[src/rtl/index_sort.sv]
// index_sort: odd-even transposition sorter that carries each element's
// original position alongside it, so a later stage can undo the permutation.
// One transposition phase per clock; SIZE phases per job (ascending, stable).
// Optional feature macro: SORT_EARLY_EXIT_EN -- finish as soon as an even
// phase and its following odd phase both made no swap.
package index_sort_pkg;
  localparam int NETWORK_WIDTH = 8;
  localparam int INDEX_WIDTH   = 4;
endpackage

module index_sort
  import index_sort_pkg::*;
#(
  parameter int SIZE = 4
) (
  input  logic         clk,
  input  logic         reset,
  index_sort_if.slave  bus
);

  localparam int PW = (SIZE > 1) ? $clog2(SIZE) : 1;

  typedef enum logic [1:0] {
    IDLE = 2'd0,
    SORT = 2'd1,
    DONE = 2'd2
  } state_t;

  // Every original position must be representable in an index.
  generate
    if ((2 ** INDEX_WIDTH) < SIZE) begin : g_index_width_check
      $error("index_sort: INDEX_WIDTH too narrow for SIZE");
    end
  endgenerate

  state_t                              state_q, state_d;
  logic [SIZE-1:0][NETWORK_WIDTH-1:0]  data_q, data_d, swap_data;
  logic [SIZE-1:0][INDEX_WIDTH-1:0]    index_q, index_d, swap_index;
  logic [PW-1:0]                       phase_q, phase_d;
  logic                                start_q;
  logic                                busy_q, busy_d;
  logic                                done_q, done_d;
  logic                                start_rise;
  logic                                any_swap;
  logic                                last_phase;
  logic                                exit_now;
`ifdef SORT_EARLY_EXIT_EN
  logic                                even_swap_q, even_swap_d;
`endif

  assign start_rise = bus.start & ~start_q;
  assign last_phase = (phase_q == PW'(SIZE - 1));

`ifdef SORT_EARLY_EXIT_EN
  // Stop at the end of an odd phase when it and the preceding even phase
  // were both swap-free: the buffer is then already ordered.
  assign exit_now = last_phase | (phase_q[0] & ~even_swap_q & ~any_swap);
`else
  assign exit_now = last_phase;
`endif

  // One transposition phase: disjoint pairs starting at the phase parity,
  // element and index move together, equal values stay put (stability).
  always_comb begin
    swap_data  = data_q;
    swap_index = index_q;
    any_swap   = 1'b0;
    for (int k = 0; k < SIZE - 1; k++) begin
      if (k[0] == phase_q[0]) begin
        if (data_q[k] > data_q[k+1]) begin
          swap_data[k]    = data_q[k+1];
          swap_data[k+1]  = data_q[k];
          swap_index[k]   = index_q[k+1];
          swap_index[k+1] = index_q[k];
          any_swap        = 1'b1;
        end
      end
    end
  end

  // Job sequencing: load on a start rise, sort phase by phase, then hold.
  always_comb begin
    state_d = state_q;
    data_d  = data_q;
    index_d = index_q;
    phase_d = phase_q;
    busy_d  = busy_q;
    done_d  = done_q;
`ifdef SORT_EARLY_EXIT_EN
    even_swap_d = even_swap_q;
`endif
    case (state_q)
      IDLE, DONE: begin
        if (start_rise) begin
          data_d = bus.data_in;
          for (int k = 0; k < SIZE; k++) begin
            index_d[k] = INDEX_WIDTH'(k);
          end
          phase_d = '0;
          busy_d  = 1'b1;
          done_d  = 1'b0;
          state_d = SORT;
        end
      end
      SORT: begin
        data_d  = swap_data;
        index_d = swap_index;
`ifdef SORT_EARLY_EXIT_EN
        if (!phase_q[0]) begin
          even_swap_d = any_swap;
        end
`endif
        if (exit_now) begin
          busy_d  = 1'b0;
          done_d  = 1'b1;
          state_d = DONE;
        end else begin
          phase_d = phase_q + PW'(1);
        end
      end
      default: begin
        state_d = IDLE;
        busy_d  = 1'b0;
        done_d  = 1'b0;
      end
    endcase
  end

  // State registers; reset clears everything without waiting for a clock.
  always_ff @(posedge clk or posedge reset) begin
    if (reset) begin
      state_q <= IDLE;
      data_q  <= '0;
      index_q <= '0;
      phase_q <= '0;
      start_q <= 1'b0;
      busy_q  <= 1'b0;
      done_q  <= 1'b0;
`ifdef SORT_EARLY_EXIT_EN
      even_swap_q <= 1'b0;
`endif
    end else begin
      state_q <= state_d;
      data_q  <= data_d;
      index_q <= index_d;
      phase_q <= phase_d;
      start_q <= bus.start;
      busy_q  <= busy_d;
      done_q  <= done_d;
`ifdef SORT_EARLY_EXIT_EN
      even_swap_q <= even_swap_d;
`endif
    end
  end

  assign bus.data_out  = data_q;
  assign bus.index_out = index_q;
  assign bus.busy      = busy_q;
  assign bus.done      = done_q;
  assign bus.dbg_state = state_q;

endmodule
[src/rtl/index_sort_if.sv]
// index_sort_if: bundles the sort job request, the unsorted input vector and
// the sorted result/status outputs of index_sort.
//
// Handshake: a job is requested by a rising edge on start (level high after
// having been low at the previous clock edge). busy is high while the job
// runs. done is high while the sorted result is held on data_out/index_out.
// data_out/index_out are valid only while done is high. There is no
// backpressure; the sorter ignores start rises while busy.
interface index_sort_if #(
  parameter int SIZE = 4,
  parameter int NW   = 8,
  parameter int IW   = 4
);
  logic                     start;
  logic [SIZE-1:0][NW-1:0]  data_in;
  logic [SIZE-1:0][NW-1:0]  data_out;
  logic [SIZE-1:0][IW-1:0]  index_out;
  logic                     busy;
  logic                     done;
  logic [1:0]               dbg_state;

  // Requester side: drives jobs, observes results.
  modport master (
    output start, data_in,
    input  data_out, index_out, busy, done, dbg_state
  );

  // Sorter side.
  modport slave (
    input  start, data_in,
    output data_out, index_out, busy, done, dbg_state
  );
endinterface

[src/flat_wrapper.sv]
// flat-port wrapper written by rule: the top's interface ports become plain ports
module index_sort_flat import index_sort_pkg::*;
#(
  parameter int SIZE = 4
)
  (clk, reset, bus_start, bus_data_in, bus_data_out, bus_index_out, bus_busy, bus_done, bus_dbg_state);
  index_sort_if #(.SIZE(SIZE)) bus_i ();
  input  logic clk;
  input  logic reset;
  input wire logic [$bits(bus_i.start)-1:0] bus_start;
  input wire logic [$bits(bus_i.data_in)-1:0] bus_data_in;
  output wire logic [$bits(bus_i.data_out)-1:0] bus_data_out;
  output wire logic [$bits(bus_i.index_out)-1:0] bus_index_out;
  output wire logic [$bits(bus_i.busy)-1:0] bus_busy;
  output wire logic [$bits(bus_i.done)-1:0] bus_done;
  output wire logic [$bits(bus_i.dbg_state)-1:0] bus_dbg_state;
  assign bus_i.start = bus_start;
  assign bus_i.data_in = bus_data_in;
  assign bus_data_out = bus_i.data_out;
  assign bus_index_out = bus_i.index_out;
  assign bus_busy = bus_i.busy;
  assign bus_done = bus_i.done;
  assign bus_dbg_state = bus_i.dbg_state;
  index_sort #(.SIZE(SIZE)) u_core (.clk(clk), .reset(reset), .bus(bus_i));
endmodule
[config.mk]
export PLATFORM = sky130hd
export DESIGN_NAME = index_sort_flat
export DESIGN_NICKNAME = d
export VERILOG_FILES = /design/src/rtl/index_sort.sv /design/src/rtl/index_sort_if.sv /design/src/flat_wrapper.sv
export SDC_FILE = /design/constraint.sdc
export NUM_CORES = 1
export LEC_CHECK = 0
export BUFFER_PORTS_ARGS = -buffer_cell sky130_fd_sc_hd__buf_2
export CAP_MARGIN = 10
export CORE_MARGIN = 3
export CORE_UTILIZATION = 27
export CTS_CLUSTER_SIZE = 12
export DETAILED_ROUTE_END_ITERATION = 8
export SLEW_MARGIN = 25
export SYNTH_ARGS = -nofsm -noshare
export SYNTH_HDL_FRONTEND = slang
export SYNTH_SLANG_ARGS = --single-unit
[constraint.sdc]
create_clock -name clk -period 2.6 [get_ports clk]
set_input_delay 0.65 -clock clk [delete_from_list [all_inputs] [get_ports clk]]
set_output_delay 0.65 -clock clk [all_outputs]
set_load 0.02 [all_outputs]
-- Yosys cells after proc, flatten, opt, wreduce, memory -nomap -nowiden
Cells that the tools add are included.
- flip-flop bits (word level): 55
- latch bits: 0
- memory bits (writable): 0
- ROM bits: 0
- input port bits: 35
- output and inout port bits: 52
- word-level logic and storage cells: 64
- memories kept: 0
- add/subtract/negate cells: 1
- multipliers: 0
- div/mod/pow operators: 0
- $lt $le $gt $ge: 3
- equal/unequal tests: 9
- shifts and indexed selects: 0
- mux-type cells: 28
- bitwise operators: 2
- reductions and logical operators: 8
- operator list (kind ; number):
    16-bit 2-to-1 mux ; 7
    32-bit one-hot mux with 2 select lines ; 1
    8-bit 2-to-1 mux ; 6
    32-bit 2-to-1 mux ; 1
    16-bit one-hot mux with 2 select lines ; 1
    8-bit > comparator ; 3
    2-bit 2-to-1 mux ; 4
    2-bit by 1-bit inequality test with 1-bit output, second input constant ; 4
    2-bit one-hot mux with 2 select lines ; 2
    4-bit AND reduction ; 2
    2-bit equality test, second input constant ; 2
    1-bit 2-to-1 mux ; 4
    2-bit inequality test, second input constant ; 2
    1-bit one-hot mux with 2 select lines ; 2
    2-bit AND reduction ; 2
    3-bit AND reduction ; 1
    2-bit by 1-bit adder with 2-bit output, second input constant ; 1
    2-bit by 1-bit equality test with 1-bit output, second input constant ; 1
    2-bit logical NOT ; 1
    2-bit nonzero test ; 1
    2-bit OR reduction ; 1
    1-bit bitwise AND ; 1
    1-bit NOT ; 1

-- Depth between registers and ports, before layout
- word-level depth: 8
- depth in mapped cells: 10

-- Worst setup path before layout
No wires, ideal clock.
- path type: register -> register
- start point: register u_core.data_q, in the netlist u_core.bus.data_out[15]
- end point: register u_core.data_q, in the netlist u_core.bus.data_out[10]
- arrival: 2.260 ns
- data required time: 2.496 ns
- slack: 0.236 ns
- stages on the path, launching flop included: 11
- buffers on the path: 2
- cells stage by stage: dfrtp_1 > inv_1 > ha_1 > and3_4 > a221oi_2 > a311o_2 > and2_4 > buf_6 > buf_12 > mux2i_1 > a221oi_1
- longest elaborated chain between the ends: 6
- RTL lines (element ; line ; RTL):
    start: declaration ; index_sort.sv:37 ; logic [SIZE-1:0][NETWORK_WIDTH-1:0] data_q, data_d, swap_data;
    start signal: assignment ; index_sort.sv:144 ; data_q <= data_d;
    8-bit > comparator ; index_sort.sv:70 ; if (data_q[k] > data_q[k+1]) begin
    16-bit 2-to-1 mux ; index_sort.sv:70 ;
    16-bit 2-to-1 mux ; index_sort.sv:69 ; if (k[0] == phase_q[0]) begin
    16-bit 2-to-1 mux ; index_sort.sv:70 ;
    16-bit 2-to-1 mux * ; index_sort.sv:69 ;
    32-bit one-hot mux with 2 select lines * ; index_sort.sv:92 ; case (state_q)
Mark *: on every way between the ends. The rest lies on a longest branch, timed or not. The select of a mux whose other input is x is not followed.
A chain may end at the register's enable or synchronous reset.

-- Final worst setup path
- start point: register u_core.data_q, in the netlist u_core.bus.data_out[21]
- end point: register u_core.index_q, in the netlist u_core.bus.index_out[10]
- longest elaborated chain between the ends: 6
- RTL lines (element ; line ; RTL):
    8-bit > comparator ; index_sort.sv:70 ;
    8-bit 2-to-1 mux ; index_sort.sv:70 ;
    8-bit 2-to-1 mux ; index_sort.sv:69 ;
    8-bit 2-to-1 mux ; index_sort.sv:70 ;
    8-bit 2-to-1 mux * ; index_sort.sv:69 ;
    16-bit one-hot mux with 2 select lines * ; index_sort.sv:92 ;
    end signal: assignment ; index_sort.sv:145 ; index_q <= index_d;
    end: declaration ; index_sort.sv:38 ; logic [SIZE-1:0][INDEX_WIDTH-1:0] index_q, index_d, swap_index;
Marked as above.

==> run metrics <==
synthesized net count=424; critical setup path kind=reg2reg; clock latency on the worst-skew pair=290 ps; number of instances in the synthesized netlist=364; number of endpoints with negative hold slack in the final report=0; All-Layer GR Usage=0.146; critical path startpoint category=flop; routed via count divided by cell count=5.21; pin count of the biggest net entering global routing=40; final weighted congestion in routability-driven placement=0.773; data arrival time of the worst path=2590 ps; total iterations of the first detailed-routing run=6; Static Leak=2.08 nW; run status=complete, no violations; worst slew margin relative to its limit=0.676; Synth Area per Inst=9.06 um2; multi-input logic area=0.00176 mm2; synthesis-to-layout area growth=24.5%; Period minus WS final=2410 ps; ys async rst share=1.00; synthesized cell area=0.00330 mm2; clk sink count=53; cts bufs inserted=5; residual overflow from global routing=0; final setup TNS=0 ps; post-detailed-routing wire length=9810 um; Worst setup EP type=flop; Primary FF master, synth=dfrtp_1; FF-to-FF Start=u_core.bus.data_out[21]$_DFFE_PP0P_; utilization of the core after routing=0.352; Chip Width=117 um; Warnings, synthesis=0; routed vias=3097; fill cell instance count of the final layout=1223; Root Buffer=clkbuf_16; path class of the lowest-slack min-delay path=in2async; number of global-route vias before repair=3163; number of enable-type register cells in the synthesized netlist=0; antenna diode count=0; Std-Cell Core Area=0.0117 mm2; Max Clock Freq=0.415 GHz; number of distinct library cell variants in the gate-level netlist after synthesis=45; clock tree skew after final layout=8.16 ps; number of design-rule violations left by the first detailed-router iteration=122; clock tree from TritonCTS=done; initial antenna violation count=0; Placed Instance Area=0.00395 mm2; count of buffers inserted at the top-level ports=86; top-level I/O count=87; half-perimeter wire length of the detailed placement result=7550 um; CTS Buffer Depth=2; sequential area share after synthesis=0.402; synthesized flop and latch total=53; fraction of layout instances using a drive strength above 1=0.272; post-detailed-route wirelength per cell=16.5 um; post-detailed-route DRC marker count=0; starting density of the core=0.283; row count=39; PD cells=1440 mW/mm2; highest ir drop seen on vdd=0.409 mV; number of failing setup endpoints in the final timing report=0; final-stage net count=511; Req. time, crit path=2780 ps; share of the clock period used by the worst path after layout=0.926; number of H-tree branching levels=2; first-pass GRT wire length=15900 um; Maximum Capacitance Violations=0; Tightest Pin Transition=485 ps; largest fanout of any net on the critical path=18; max-slew violation total from the final report=0; number of routed nets with antenna violations=0; setup ws final=192 ps; Die Ht=117 um; fin area=0.00411 mm2; worst-case setup slack after placement=190 ps; Sequential Area=0.00133 mm2; Post-CTS Hold Buffers=0; post-CTS clock slew at the launch and capture registers of the worst setup and hold paths=80 ps; source of the critical timing path=u_core.bus.data_out[21]$_DFFE_PP0P_; RSZ-0062 raised after global routing=false; die footprint=0.0136 mm2
path summary, 6_finish.rpt:
path	end	slack (ps)	cells after the start
min	u_core.start_q$_DFF_PP0_	380	2
max	u_core.bus.index_out[10]$_DFFE_PP0P_	190	7
min in group clk	u_core.start_q$_DFF_PP0_	480	1
max in group asynchronous	u_core.bus.data_out[27]$_DFFE_PP0P_	1680	3
max reg2reg	u_core.bus.index_out[10]$_DFFE_PP0P_	190	7
min reg2reg	u_core.phase_q[1]$_DFFE_PP0P_	520	1
repair_timing:
item	4_1_cts	5_1_grt
endpoints found under the setup margin	0	3
buffers inserted	0	0
resized for setup	0	2
critical path, cell delays in order, from the launching register on:
cell	delay, ps
dfrtp_1	470
ha_1	350
a21oi_1	210
o211ai_1	110
o211a_1	370
and2_1	270
buf_4	210
a221o_1	300
cell families (layout without fill, tap and decap cells):
| logic type | Yosys count | count (layout) | synth area share |
|---|---|---|---|
| compound gates | 120 | 120 | 0.245 |
| simple gates | 92 | 92 | 0.126 |
| buf+inv | 54 | 142 | 0.0717 |
| flops | 53 | 53 | 0.402 |
| fa+ha+maj | 25 | 25 | 0.0948 |
| mux | 20 | 20 | 0.0611 |
layout make-up:
cell class | instances | area share
Inverter | 32 | 0.0293
Timing Repair Buffer | 102 | 0.140
Multi-Input combinational cell | 257 | 0.427
Sequential cell | 53 | 0.323
Tap cell | 143 | 0.0436
Clock inverter | 3 | 0.00609
Clock buffer | 5 | 0.0305
registers in the layout, summed over array words and instances (netlist names):
signal	count
u_core.bus.dbg_state	2
u_core.phase_q	2
u_core.bus.data_out	32
u_core.bus.index_out	16
u_core.start_q	1
cell usage after synthesis (2+ instances only):
cell      count  area share
dfrtp_1      53        0.40
nand2_1      52       0.059
inv_1        32       0.036
o21ai_0      28       0.042
a21oi_1      26       0.039
ha_1         25       0.095
mux2i_1      19       0.058
clkbuf_1     14       0.016
nor3_1       12       0.018
nor2_1       11       0.013
a221oi_1      9       0.024
a22oi_1       9       0.020
a21o_1        8       0.018
a22o_1        8       0.021
a31oi_1       8       0.015
nand2b_1      4      0.0076
nand4_1       4      0.0076
o211ai_1      4      0.0091
a221o_1       3      0.0091
a32oi_1       3      0.0080
nor2b_1       3      0.0057
buf_1         2      0.0023
buf_2         2      0.0030
buf_4         2      0.0046
o21ai_1       2      0.0030
o31ai_1       2      0.0046
per-stage QoR:
stage / cells / hold slack [ps] / power [mW]
after floorplan: 364 / 470 / 4.07
after global placement: 587 / 489 / 5.13
after detailed placement: 587 / 507 / 5.23
after CTS: 595 / 393 / 5.93
after global routing: 595 / 413 / 6.46
final: 595 / 375 / 5.90
metal layers:
layer | vias up | share of wire | GRT usage
met3 | 5 | 0.047 | 0.0285
met4 | 0 | 0.0058 | 0.0271
li1 | 1494 | - | -
met2 | 76 | 0.51 | 0.259
met5 | - | 0 | 0
met1 | 1522 | 0.44 | 0.186
placed cells by master (no fill, tap or decap), types with 4 or more instances in the layout:
master     Yosys  layout
o211ai_1       4       4
nand2b_1       4       4
dfrtp_1       53      53
buf_4          2      14
a221oi_1       9       9
clkbuf_16      0       5
a22oi_1        9       9
o21ai_0       28      28
ha_1          25      25
a22o_1         8       8
inv_1         32      31
a21oi_1       26      25
buf_2          2      86
nand4_1        4       4
mux2i_1       19      19
nor3_1        12      12
a21o_1         8       8
nand2_1       52      52
a31oi_1        8       8
nor2_1        11      10
where the power goes:
group	switching, mW	internal (mW)	leakage, nW
clock network	0.323	0.365	0.0708
logic	2.13	1.41	1.35
registers	0.484	1.18	0.655
total	2.93	2.96	2.08
(Power assumes the default switching activity.)
